## src/rtl/mnist_infer_seq_pkg.sv

```systemverilog
// Shared types and defaults for the MNIST image sequencer.
// FSM state encoding plus image geometry defaults.
package mnist_infer_seq_pkg;

  localparam int IMG_SIZE_DEF = 784;
  localparam int PIX_W_DEF    = 8;

  typedef enum logic [2:0] {
    IDLE,
    LOAD,
    FIRE,
    WAIT,
    RESULT,
    DONE
  } state_t;

endpackage

```

## src/rtl/mnist_infer_seq_if.sv

```systemverilog
// Pixel stream handshake toward the inference accelerator.
// Master drives data/valid/last, slave returns ready.
interface mnist_infer_seq_if #(
  parameter int PIX_W = 8
);
  logic [PIX_W-1:0] pix_data;
  logic             pix_valid;
  logic             pix_last;
  logic             pix_ready;

  modport master (
    output pix_data,
    output pix_valid,
    output pix_last,
    input  pix_ready
  );

  modport slave (
    input  pix_data,
    input  pix_valid,
    input  pix_last,
    output pix_ready
  );
endinterface

```

## src/rtl/mnist_infer_seq_pix_streamer.sv

```systemverilog
// ROM prefetch with a one-entry holding register.
// Streams IMG_SIZE pixels from base, one per cycle when unstalled.
module pix_streamer #(
  parameter int IMG_SIZE = 784,
  parameter int PIX_W    = 8,
  parameter int AW       = 13
) (
  input  logic             clk,
  input  logic             rst_n,
  input  logic             go,
  input  logic [AW-1:0]    base,
  output logic [AW-1:0]    rom_addr,
  input  logic [PIX_W-1:0] rom_data,
  mnist_infer_seq_if.master pix
);

  localparam int KW = $clog2(IMG_SIZE + 1);

  logic [KW-1:0]    rd_cnt;
  logic             d_vld, d_last;
  logic             h_vld, h_last;
  logic [PIX_W-1:0] h_data;
  logic             issue, stall, rd_end;

  assign pix.pix_valid = h_vld | d_vld;
  assign pix.pix_data  = h_vld ? h_data
                       : (d_vld ? rom_data : '0);
  assign pix.pix_last  = h_vld ? h_last : (d_vld & d_last);

  assign stall  = pix.pix_valid & ~pix.pix_ready;
  assign rd_end = (rd_cnt == KW'(IMG_SIZE - 1));
  // A read may only be issued when its data has a free slot next cycle.
  assign issue  = (rd_cnt < KW'(IMG_SIZE)) &&
                  (!pix.pix_valid || pix.pix_ready);

  always_ff @(posedge clk) begin
    if (!rst_n) begin
      rd_cnt   <= KW'(IMG_SIZE);
      rom_addr <= '0;
      d_vld    <= 1'b0;
      d_last   <= 1'b0;
      h_vld    <= 1'b0;
      h_last   <= 1'b0;
      h_data   <= '0;
    end else if (go) begin
      rd_cnt   <= '0;
      rom_addr <= base;
      d_vld    <= 1'b0;
      d_last   <= 1'b0;
      h_vld    <= 1'b0;
    end else begin
      d_vld  <= issue;
      d_last <= issue && rd_end;
      if (issue) begin
        rd_cnt <= rd_cnt + 1'b1;
        if (!rd_end) rom_addr <= rom_addr + 1'b1;
      end
      if (d_vld && stall) begin
        h_vld  <= 1'b1;
        h_data <= rom_data;
        h_last <= d_last;
      end else if (h_vld && pix.pix_ready) begin
        h_vld  <= 1'b0;
      end
    end
  end

endmodule

```

## src/rtl/mnist_infer_seq.sv

```systemverilog
// Test-image sequencer: streams stored images to an accelerator,
// collects predictions and scores them against expected labels.
module mnist_infer_seq
  import mnist_infer_seq_pkg::*;
#(
  parameter int N_IMG    = 8,
  parameter int IMG_SIZE = IMG_SIZE_DEF,
  parameter int PIX_W    = PIX_W_DEF,
  parameter int TIMEOUT  = 65535,
  localparam int IW = (N_IMG > 1) ? $clog2(N_IMG) : 1,
  localparam int AW = $clog2(N_IMG * IMG_SIZE),
  localparam int CW = $clog2(N_IMG + 1)
) (
  input  logic             clk,
  input  logic             rst_n,
  input  logic             start,
  input  logic             mode,
  input  logic [IW-1:0]    img_sel,
  output logic [AW-1:0]    rom_addr,
  input  logic [PIX_W-1:0] rom_data,
  input  logic [3:0]       label_in,
  mnist_infer_seq_if.master pix,
  output logic             acc_start,
  input  logic             acc_done,
  input  logic [3:0]       acc_pred,
  output logic [3:0]       digit,
  output logic             match,
  output logic [CW-1:0]    pass_cnt,
  output logic [IW-1:0]    cur_idx,
  output logic             busy,
  output logic             done,
  output logic             err
);

  localparam int TW = $clog2(TIMEOUT + 1);
  localparam logic [AW-1:0] IMG_A = AW'(IMG_SIZE);

  state_t        state, state_nxt;
  logic          start_q, mode_q;
  logic          rise, accept, bad_sel;
  logic          go, tmo, hit;
  logic [IW-1:0] idx_nxt;
  logic [TW-1:0] wdog;
  logic [AW-1:0] base;

  assign rise    = start & ~start_q;
  assign bad_sel = ~mode & (int'(img_sel) >= N_IMG);
  assign tmo     = (wdog == TW'(TIMEOUT - 1));
  assign hit     = (acc_pred == label_in);
  assign base    = AW'(idx_nxt) * IMG_A;
  assign go      = (state_nxt == LOAD) && (state != LOAD);

  assign busy      = (state == LOAD) || (state == FIRE) ||
                     (state == WAIT) || (state == RESULT);
  assign done      = (state == DONE);
  assign acc_start = (state == FIRE);

  always_comb begin
    state_nxt = state;
    idx_nxt   = cur_idx;
    accept    = 1'b0;
    unique case (state)
      IDLE, DONE: begin
        if (rise) begin
          accept    = 1'b1;
          idx_nxt   = mode ? '0 : img_sel;
          state_nxt = bad_sel ? DONE : LOAD;
        end
      end
      LOAD: begin
        if (pix.pix_valid && pix.pix_ready && pix.pix_last)
          state_nxt = FIRE;
      end
      FIRE: state_nxt = WAIT;
      WAIT: begin
        if (acc_done) state_nxt = RESULT;
        else if (tmo) state_nxt = DONE;
      end
      RESULT: begin
        if (mode_q && int'(cur_idx) < N_IMG - 1) begin
          state_nxt = LOAD;
          idx_nxt   = cur_idx + 1'b1;
        end else begin
          state_nxt = DONE;
        end
      end
      default: state_nxt = IDLE;
    endcase
  end

  always_ff @(posedge clk) begin
    if (!rst_n) begin
      state    <= IDLE;
      start_q  <= 1'b1;
      mode_q   <= 1'b0;
      cur_idx  <= '0;
      wdog     <= '0;
      digit    <= '0;
      match    <= 1'b0;
      pass_cnt <= '0;
      err      <= 1'b0;
    end else begin
      state   <= state_nxt;
      start_q <= start;
      cur_idx <= idx_nxt;
      wdog    <= (state == WAIT) ? wdog + 1'b1 : '0;
      if (accept) begin
        mode_q   <= mode;
        pass_cnt <= '0;
        err      <= bad_sel;
      end
      if (state == WAIT && !acc_done && tmo) err <= 1'b1;
      if (state == RESULT) begin
        digit <= acc_pred;
        match <= hit;
        if (hit && int'(pass_cnt) < N_IMG)
          pass_cnt <= pass_cnt + 1'b1;
      end
    end
  end

  pix_streamer #(
    .IMG_SIZE (IMG_SIZE),
    .PIX_W    (PIX_W),
    .AW       (AW)
  ) u_strm (
    .clk      (clk),
    .rst_n    (rst_n),
    .go       (go),
    .base     (base),
    .rom_addr (rom_addr),
    .rom_data (rom_data),
    .pix      (pix)
  );

endmodule

```

## src/flat_wrapper.sv

```systemverilog
// flat-port wrapper written by rule: the top's interface ports become plain ports
module mnist_infer_seq_flat import mnist_infer_seq_pkg::*;
#(
  parameter int N_IMG    = 8,
  parameter int IMG_SIZE = IMG_SIZE_DEF,
  parameter int PIX_W    = PIX_W_DEF,
  parameter int TIMEOUT  = 65535,
  localparam int IW = (N_IMG > 1) ? $clog2(N_IMG) : 1,
  localparam int AW = $clog2(N_IMG * IMG_SIZE),
  localparam int CW = $clog2(N_IMG + 1)
)
  (clk, rst_n, start, mode, img_sel, rom_addr, rom_data, label_in, acc_start, acc_done, acc_pred, digit, match, pass_cnt, cur_idx, busy, done, err, pix_pix_data, pix_pix_valid, pix_pix_last, pix_pix_ready);
  mnist_infer_seq_if #(.PIX_W(PIX_W)) pix_i ();
  input  logic clk;
  input  logic rst_n;
  input  logic start;
  input  logic mode;
  input  logic [IW-1:0] img_sel;
  output logic [AW-1:0] rom_addr;
  input  logic [PIX_W-1:0] rom_data;
  input  logic [3:0] label_in;
  output logic acc_start;
  input  logic acc_done;
  input  logic [3:0] acc_pred;
  output logic [3:0] digit;
  output logic match;
  output logic [CW-1:0] pass_cnt;
  output logic [IW-1:0] cur_idx;
  output logic busy;
  output logic done;
  output logic err;
  output wire logic [$bits(pix_i.pix_data)-1:0] pix_pix_data;
  output wire logic [$bits(pix_i.pix_valid)-1:0] pix_pix_valid;
  output wire logic [$bits(pix_i.pix_last)-1:0] pix_pix_last;
  input wire logic [$bits(pix_i.pix_ready)-1:0] pix_pix_ready;
  assign pix_pix_data = pix_i.pix_data;
  assign pix_pix_valid = pix_i.pix_valid;
  assign pix_pix_last = pix_i.pix_last;
  assign pix_i.pix_ready = pix_pix_ready;
  mnist_infer_seq #(.N_IMG(N_IMG), .IMG_SIZE(IMG_SIZE), .PIX_W(PIX_W), .TIMEOUT(TIMEOUT)) u_core (.clk(clk), .rst_n(rst_n), .start(start), .mode(mode), .img_sel(img_sel), .rom_addr(rom_addr), .rom_data(rom_data), .label_in(label_in), .pix(pix_i), .acc_start(acc_start), .acc_done(acc_done), .acc_pred(acc_pred), .digit(digit), .match(match), .pass_cnt(pass_cnt), .cur_idx(cur_idx), .busy(busy), .done(done), .err(err));
endmodule
```

## config.mk

```make
export PLATFORM = sky130hd
export DESIGN_NAME = mnist_infer_seq_flat
export DESIGN_NICKNAME = d
export VERILOG_FILES = /design/src/rtl/mnist_infer_seq_pkg.sv /design/src/rtl/mnist_infer_seq_if.sv /design/src/rtl/mnist_infer_seq_pix_streamer.sv /design/src/rtl/mnist_infer_seq.sv /design/src/flat_wrapper.sv
export SDC_FILE = /design/constraint.sdc
export NUM_CORES = 1
export LEC_CHECK = 0
export ABC_AREA = 1
export CORE_MARGIN = 2
export CORE_UTILIZATION = 25
export DETAILED_ROUTE_END_ITERATION = 16
export PLACE_DENSITY = 0.49
export SLEW_MARGIN = 20
export SYNTH_ARGS = -nofsm -noshare
export SYNTH_HDL_FRONTEND = slang
export SYNTH_SLANG_ARGS = --single-unit
```

## constraint.sdc

```tcl
create_clock -name clk -period 6.1 [get_ports clk]
set_input_delay 0.915 -clock clk [delete_from_list [all_inputs] [get_ports clk]]
set_output_delay 0.915 -clock clk [all_outputs]
set_load 0.03 [all_outputs]
```

# Word-level counts from Yosys, hierarchy flattened
# Cells that the tools add are included.
[totals] word_cells=101 output_inout_bits=39 in_bits=25 regBits=69
[op_classes] order_cmp=3 n_reduce_logical=27 n_mul=1 eq_ne=11 n_addsub=5 bitwise=9 n_mux=27
[op_table] op="two-way mux 13 bit" count=3
[op_table] op="two-way mux 3 bit" count=8
[op_table] op="two-way mux 10 bit" count=2
[op_table] op="adder 16 x 1 -> 16 bit (second input constant)" count=1
[op_table] op="equality test 16 bit (second input constant)" count=1
[op_table] op="two-way mux 8 bit" count=2
[op_table] op="case mux 3 bit (5 select lines)" count=1
[op_table] op="adder 13 x 1 -> 13 bit (second input constant)" count=1
[op_table] op="two-way mux 4 bit" count=3
[op_table] op="logical AND 1 bit" count=11
[op_table] op="adder 10 x 1 -> 10 bit (second input constant)" count=1
[op_table] op="equality test 10 bit (second input constant)" count=1
[op_table] op="less-than comparator 10 bit (second input constant)" count=1
[op_table] op="multiplier 3 x 6 -> 9 bit (second input constant)" count=1
[op_table] op="AND reduction 2 bit" count=4
[op_table] op="two-way mux 1 bit" count=7
[op_table] op="equality test 3 x 1 -> 1 bit (second input constant)" count=2
[op_table] op="equality test 3 x 2 -> 1 bit (second input constant)" count=2
[op_table] op="equality test 3 bit (second input constant)" count=2
[op_table] op="case mux 3 bit (2 select lines)" count=1
[op_table] op="nonzero test 2 bit" count=3
[op_table] op="inverter 1 bit" count=5
[op_table] op="adder 4 x 1 -> 4 bit (second input constant)" count=1
[op_table] op="equality test 4 bit" count=1
[op_table] op="other kinds (11)" count=18

# Depth between registers and ports, before layout
[logic_depth] ltp_word=9 depth_mapped=17 mapped_depth_nobuf=16

# Modules after synthesis
# From an unflattened synthesis, not the netlist that was laid out.
[hier_totals] hier_cells=594 hier_area_um2=4046.4
[modules_own_cells] mod="pix_streamer" area_each_um2=2080.7 instances=1 cells_each=300 seq_area_each_um2=700.7
[modules_own_cells] mod="mnist_infer_seq" area_each_um2=1965.6 instances=1 cells_each=294 seq_area_each_um2=680.7

# Worst setup path before layout
# OpenSTA, ideal clock, no wires.
[synth_path] kind="input to register" from="in start" to="reg u_core.u_strm.rom_addr[10]" cell_stages=15 setup_slack_ns=3.335 t_arrival_ns=2.646 path_buffers=1 setup_ns=0.120 required_time_ns=5.980 path_cell_list="inv_1 nor2_2 inv_1 nand2_4 nand3_4 buf_8 nand2_1 nand2_1 inv_1 ha_1 inv_1 ha_1 or2_2 nand2_1 a21oi_2"
[synth_via] elab_chain_cells=7 word_cells_on_any_way=12 cone_classes="mul (1); eq/ne (2); mux (5); bitwise (1); reduce/logical (3)"
[synth_rtl] element="start: declaration" line_no="flat_wrapper.sv:16" rtl="input logic start;"
[synth_rtl] element="bitwise AND 1 bit *" line_no="mnist_infer_seq.sv:46" rtl="assign rise = start & ~start_q;"
[synth_rtl] element="parallel branches: the longest is 6 deep, another holds multiplier 3 x 6 -> 9 bit"
[synth_rtl] element="end signal: assignment" line_no="mnist_infer_seq_pix_streamer.sv:47" rtl="rom_addr <= base;"
[synth_rtl] element="end signal: assignment" line_no="mnist_infer_seq_pix_streamer.sv:56" rtl="if (!rd_end) rom_addr <= rom_addr + 1'b1;"
[synth_rtl] element="end: declaration" line_no="mnist_infer_seq_pix_streamer.sv:12" rtl="output logic [AW-1:0] rom_addr,"
# Every way passes the cells marked *.
# A chain may end at the register's enable or synchronous reset.

# Final worst setup path
[layout_path] from="reg u_core.u_strm.h_vld" to="out pix_pix_last"
[layout_via] elab_chain_cells=1
[layout_rtl] element="start: declaration" line_no="mnist_infer_seq_pix_streamer.sv:21" rtl="logic h_vld, h_last;"
[layout_rtl] element="start signal: assignment" line_no="mnist_infer_seq_pix_streamer.sv:42" rtl="h_vld <= 1'b0;"
[layout_rtl] element="start signal: assignment" line_no="mnist_infer_seq_pix_streamer.sv:50" rtl="h_vld <= 1'b0;"
[layout_rtl] element="start signal: assignment" line_no="mnist_infer_seq_pix_streamer.sv:59" rtl="h_vld <= 1'b1;"
[layout_rtl] element="two-way mux 1 bit" line_no="mnist_infer_seq_pix_streamer.sv:28" rtl="assign pix.pix_last = h_vld ? h_last : (d_vld & d_last);"
[layout_rtl] element="end: declaration" line_no="flat_wrapper.sv:34" rtl="output wire logic [$bits(pix_i.pix_last)-1:0] pix_pix_last;"
# No other way between the ends.

==> results by group <==
STA
  – Slew Viols, Final: 0
  – Final worst slack: roughly 2800 ps
  – Final Hold Violating Endpoints: 0
  – Peak Freq: 298.6 MHz
  – Final setup violation count: 0
  – Minimum clock period: roughly 3300 ps
  – Period utilization: 54.90%
  – Least-Margin Pin Slew: 615.8 ps
  – Unrepaired setup endpoints after global routing: false
  – Slew Limit Headroom: roughly 60%
  – Worst hold slack: around 460 ps
  – Clock skew: roughly 11 ps
  – Fin Setup TNS: 0 ps

Floorplanning
  – Die area: 0.01639 mm2
  – Die Width: 128.0 um
  – Row Count: 45
  – CORE AREA: roughly 0.015 mm2
  – # IOs: between 60 and 70
  – Die span in y: between 100 and 150 um
  – Starting Density: 25.48%

Worst setup path
  – Element type at the critical path end: output pin
  – Delay-heaviest family, CP: buffers and inverters
  – CP Max Fanout: 10
  – R2r setup slk: ~3200 ps
  – RR Startpoint: u_core.state[2]
  – Kind of critical path: reg2out
  – Worst R2R End: u_core.u_strm.rom_addr[12]
  – CP startpoint: u_core.u_strm.h_vld
  – Worst reg2reg path depth: 15
  – Levels on crit path: 4
  – Crit start category: flop
  – Crit path to: pix_pix_last
  – Biggest cell delay along the critical path: 620 ps
  – Buf/Inv on CP: 3
  – Worst-path cell chain: clkinv_1 > o21ai_0 > inv_1 > clkdlybuf4s50_1
  – Req. time, crit path: 5180 ps
  – Critical path data arrival time: ~2400 ps
  – Slowest CP cell: clkdlybuf4s50_1

CTS
  – CTS tree: built
  – Root Driver: clkbuf_16
  – Clock Sinks: 69
  – Total CTS buffers: 9
  – CTS hold repair buffers: 0
  – Clock Tree Buf Depth: 2
  – Post-CTS Repair Setup Buffers: 0
  – CTS-repair resized insts: 0
  – Worst skew pair latency: 340 ps
  – Clk pin slew, worst setup/hold paths: 50 ps
  – H-tree levels: 3

Finish
  – Layout Area Growth over Synthesis: 28.18%
  – Post-route cell area: 0.004928 mm2
  – Multi-input logic area: 0.002093 mm2
  – Register Area: 0.001381 mm2
  – Fillcell total: about 1600
  – Layout cells sized above 1: 9.164%
  – Fin nets: 653
  – Antenna cells: 0
  – Final core utilization: 32.66%

Drt
  – Vias/cell: 4.442
  – DRT antenna net count: 0
  – WL/cell: 11.80 um
  – Initial drt markers: 236
  – Final routed DRC violation total: 0
  – Initial DRT Pass Iterations: 5
  – Routed wire length: 9554 um
  – Vias: 3598

Synth
  – Synth top area cells: dfxtp_1, nand2_1, nor2_1
  – Post-synthesis mux area share: 0%
  – EDFF count, synth: 0
  – Post-Synth Simple-Gate Area: between 30% and 40%
  – Synth unique cells: 43
  – Yosys top cell area share: 35.93%
  – Largest family of logic cells by synthesized area: simple AND/OR/NAND/NOR gates
  – Leading area contributor after synthesis: dfxtp_1
  – Cells after Synth: 553
  – Synth Area in XOR/XNOR: 3.189%
  – Most frequent cells after synthesis: nand2_1, nor2_1, dfxtp_1
  – Post-synthesis register bit count: 69
  – Most used DFF post-synth: dfxtp_1
  – Syn_nets: 589
  – Asr flop ratio synth: 0%
  – Avg Inst Size Synth: 6.953 um2
  – Post-Synth Adder-Cell Area: under 10%
  – Most frequent cell after synthesis: nand2_1
  – Seq/Total Area, Yosys: 35.93%
  – Synth Area in Compound Gates: 10.15%
  – Yosys warning total: 0
  – Syn Std Cell Area: 0.003845 mm2

Power and ir drop
  – Total net switching power: 466.0 uW
  – Sequential share of power: 37.6%
  – VDD IR-drop max: approximately 0.14 mV
  – Comb pwr share: between 20% and 30%
  – Power Dens Cells: 285.0 mW/mm2
  – Internal: 938.7 uW
  – Leakage: roughly 0.0019 uW
  – Clock power frac: 37.6%
  – Switch share: 33.17%

Global routing
  – Global-route wire length before repair: between 15000 and 20000 um
  – Grt ovf: 0
  – Largest net degree at the start of global routing: 31
  – Vias in the first global route: 3546
  – Initial antenna violation count: 0
  – GRT Overall Usage: 12.32%

Placement
  – I/O Buffers: 63
  – Worst slack, placed: 2582 ps
  – Placed instance area: 0.004634 mm2
  – DP HPWL: 7053 um
  – RePlAce Congestion: 0.8327

Outcome
  – Status: completed

Min path
  – Worst min path class: reg2reg

Job
  – Max_cap viols: 0
## power groups by stage
stage	combinational (uW)	clock (uW)	sequential, uW
floorplan	246	0	538
global placement	348	0	536
detailed placement	352	0	537
CTS	353	540	528
global route	390	560	535
finish	349	528	528
## stage by stage
step,instances,total power (uW)
detailed placement,794,888.7
global route,810,1484
CTS,810,1421
floorplan,553,783.9
global placement,794,884.5
finish,810,1405
## metal layers
metal / GRT usage [%] / wire length [um] / up-vias
met5: 0 / 0 / -
met2: 20.32 / 4485 / 54
met3: 2.421 / 302 / 11
li1: - / - / 1909
met4: 5.624 / 146 / 0
met1: 15.56 / 4619 / 1624
## worst min path at each step
stage / cells past startpoint / end / slack [ps] / start
2_1_floorplan: 1 / u_core.wdog[0] / 430 / u_core.wdog[0]
3_3_place_gp: 1 / u_core.wdog[0] / 450 / u_core.wdog[0]
3_5_place_dp: 1 / u_core.wdog[0] / 450 / u_core.wdog[0]
4_1_cts: 1 / u_core.wdog[0] / 460 / u_core.wdog[0]
5_1_grt: 1 / u_core.wdog[0] / 510 / u_core.wdog[0]
6_report: 1 / u_core.wdog[0] / 460 / u_core.wdog[0]
## cell families (layout without fill, tap and decap cells)
logic type                 Yosys count  in the layout
and+or+nand+nor                    307            307
xor gates and xnor gates            14             14
buffers and inverters               86            155
AOI/OAI and AO/OA                   66             66
adders and majority gates           11             11
DFF                                 69             69
## layout by cell type, fill, tap and decap left out, types with 3 or more instances in the layout
cell / count
o21ai_0: 25
nand2_1: 124
clkbuf_16: 9
nor3_1: 14
nand4_1: 12
nor2_1: 71
or2_2: 5
o21ai_1: 3
a21oi_1: 22
nor2_4: 5
inv_1: 66
a21oi_2: 3
dfxtp_1: 69
clkdlybuf4s50_1: 63
ha_1: 11
nand2_4: 5
xnor2_1: 8
xor2_1: 6
nand3_1: 52
clkinv_1: 3
inv_2: 4
o21bai_1: 3
nor2_2: 3
o211ai_1: 3
nand2_2: 6
## flip-flops by register name, indices dropped and copies added (netlist names)
signal                  flops
u_core.u_strm.h_vld         1
u_core.u_strm.d_vld         1
u_core.u_strm.rd_cnt       10
u_core.u_strm.h_data        8
u_core.pass_cnt             4
u_core.mode_q               1
u_core.start_q              1
u_core.u_strm.h_last        1
u_core.u_strm.rom_addr     13
u_core.state                3
u_core.match                1
u_core.digit                4
u_core.wdog                16
u_core.cur_idx              3
u_core.err                  1
u_core.u_strm.d_last        1
## cell type report
cell class | instances | area share, %
repair buffers | 64 | 12.95
multi-input cells | 398 | 42.47
inverters | 75 | 5.814
clock buffers | 12 | 5.001
clock inverters | 4 | 0.9647
well taps | 188 | 4.773
flip-flops and latches | 69 | 28.03
## worst reg2reg max path, cell delays in order, from the launching register on
cell and delay, ps:
dfxtp_1 440, nand2_2 110, nor2_2 450, nand2_2 170, nand3_4 300, nand2_1 90, nand2_1 140, inv_1 60
ha_1 270, inv_1 40, ha_1 190, ha_1 180, o2111ai_1 200, nand3_1 90, nand2_1 60, inv_1 40
(Power assumes the default switching activity.)
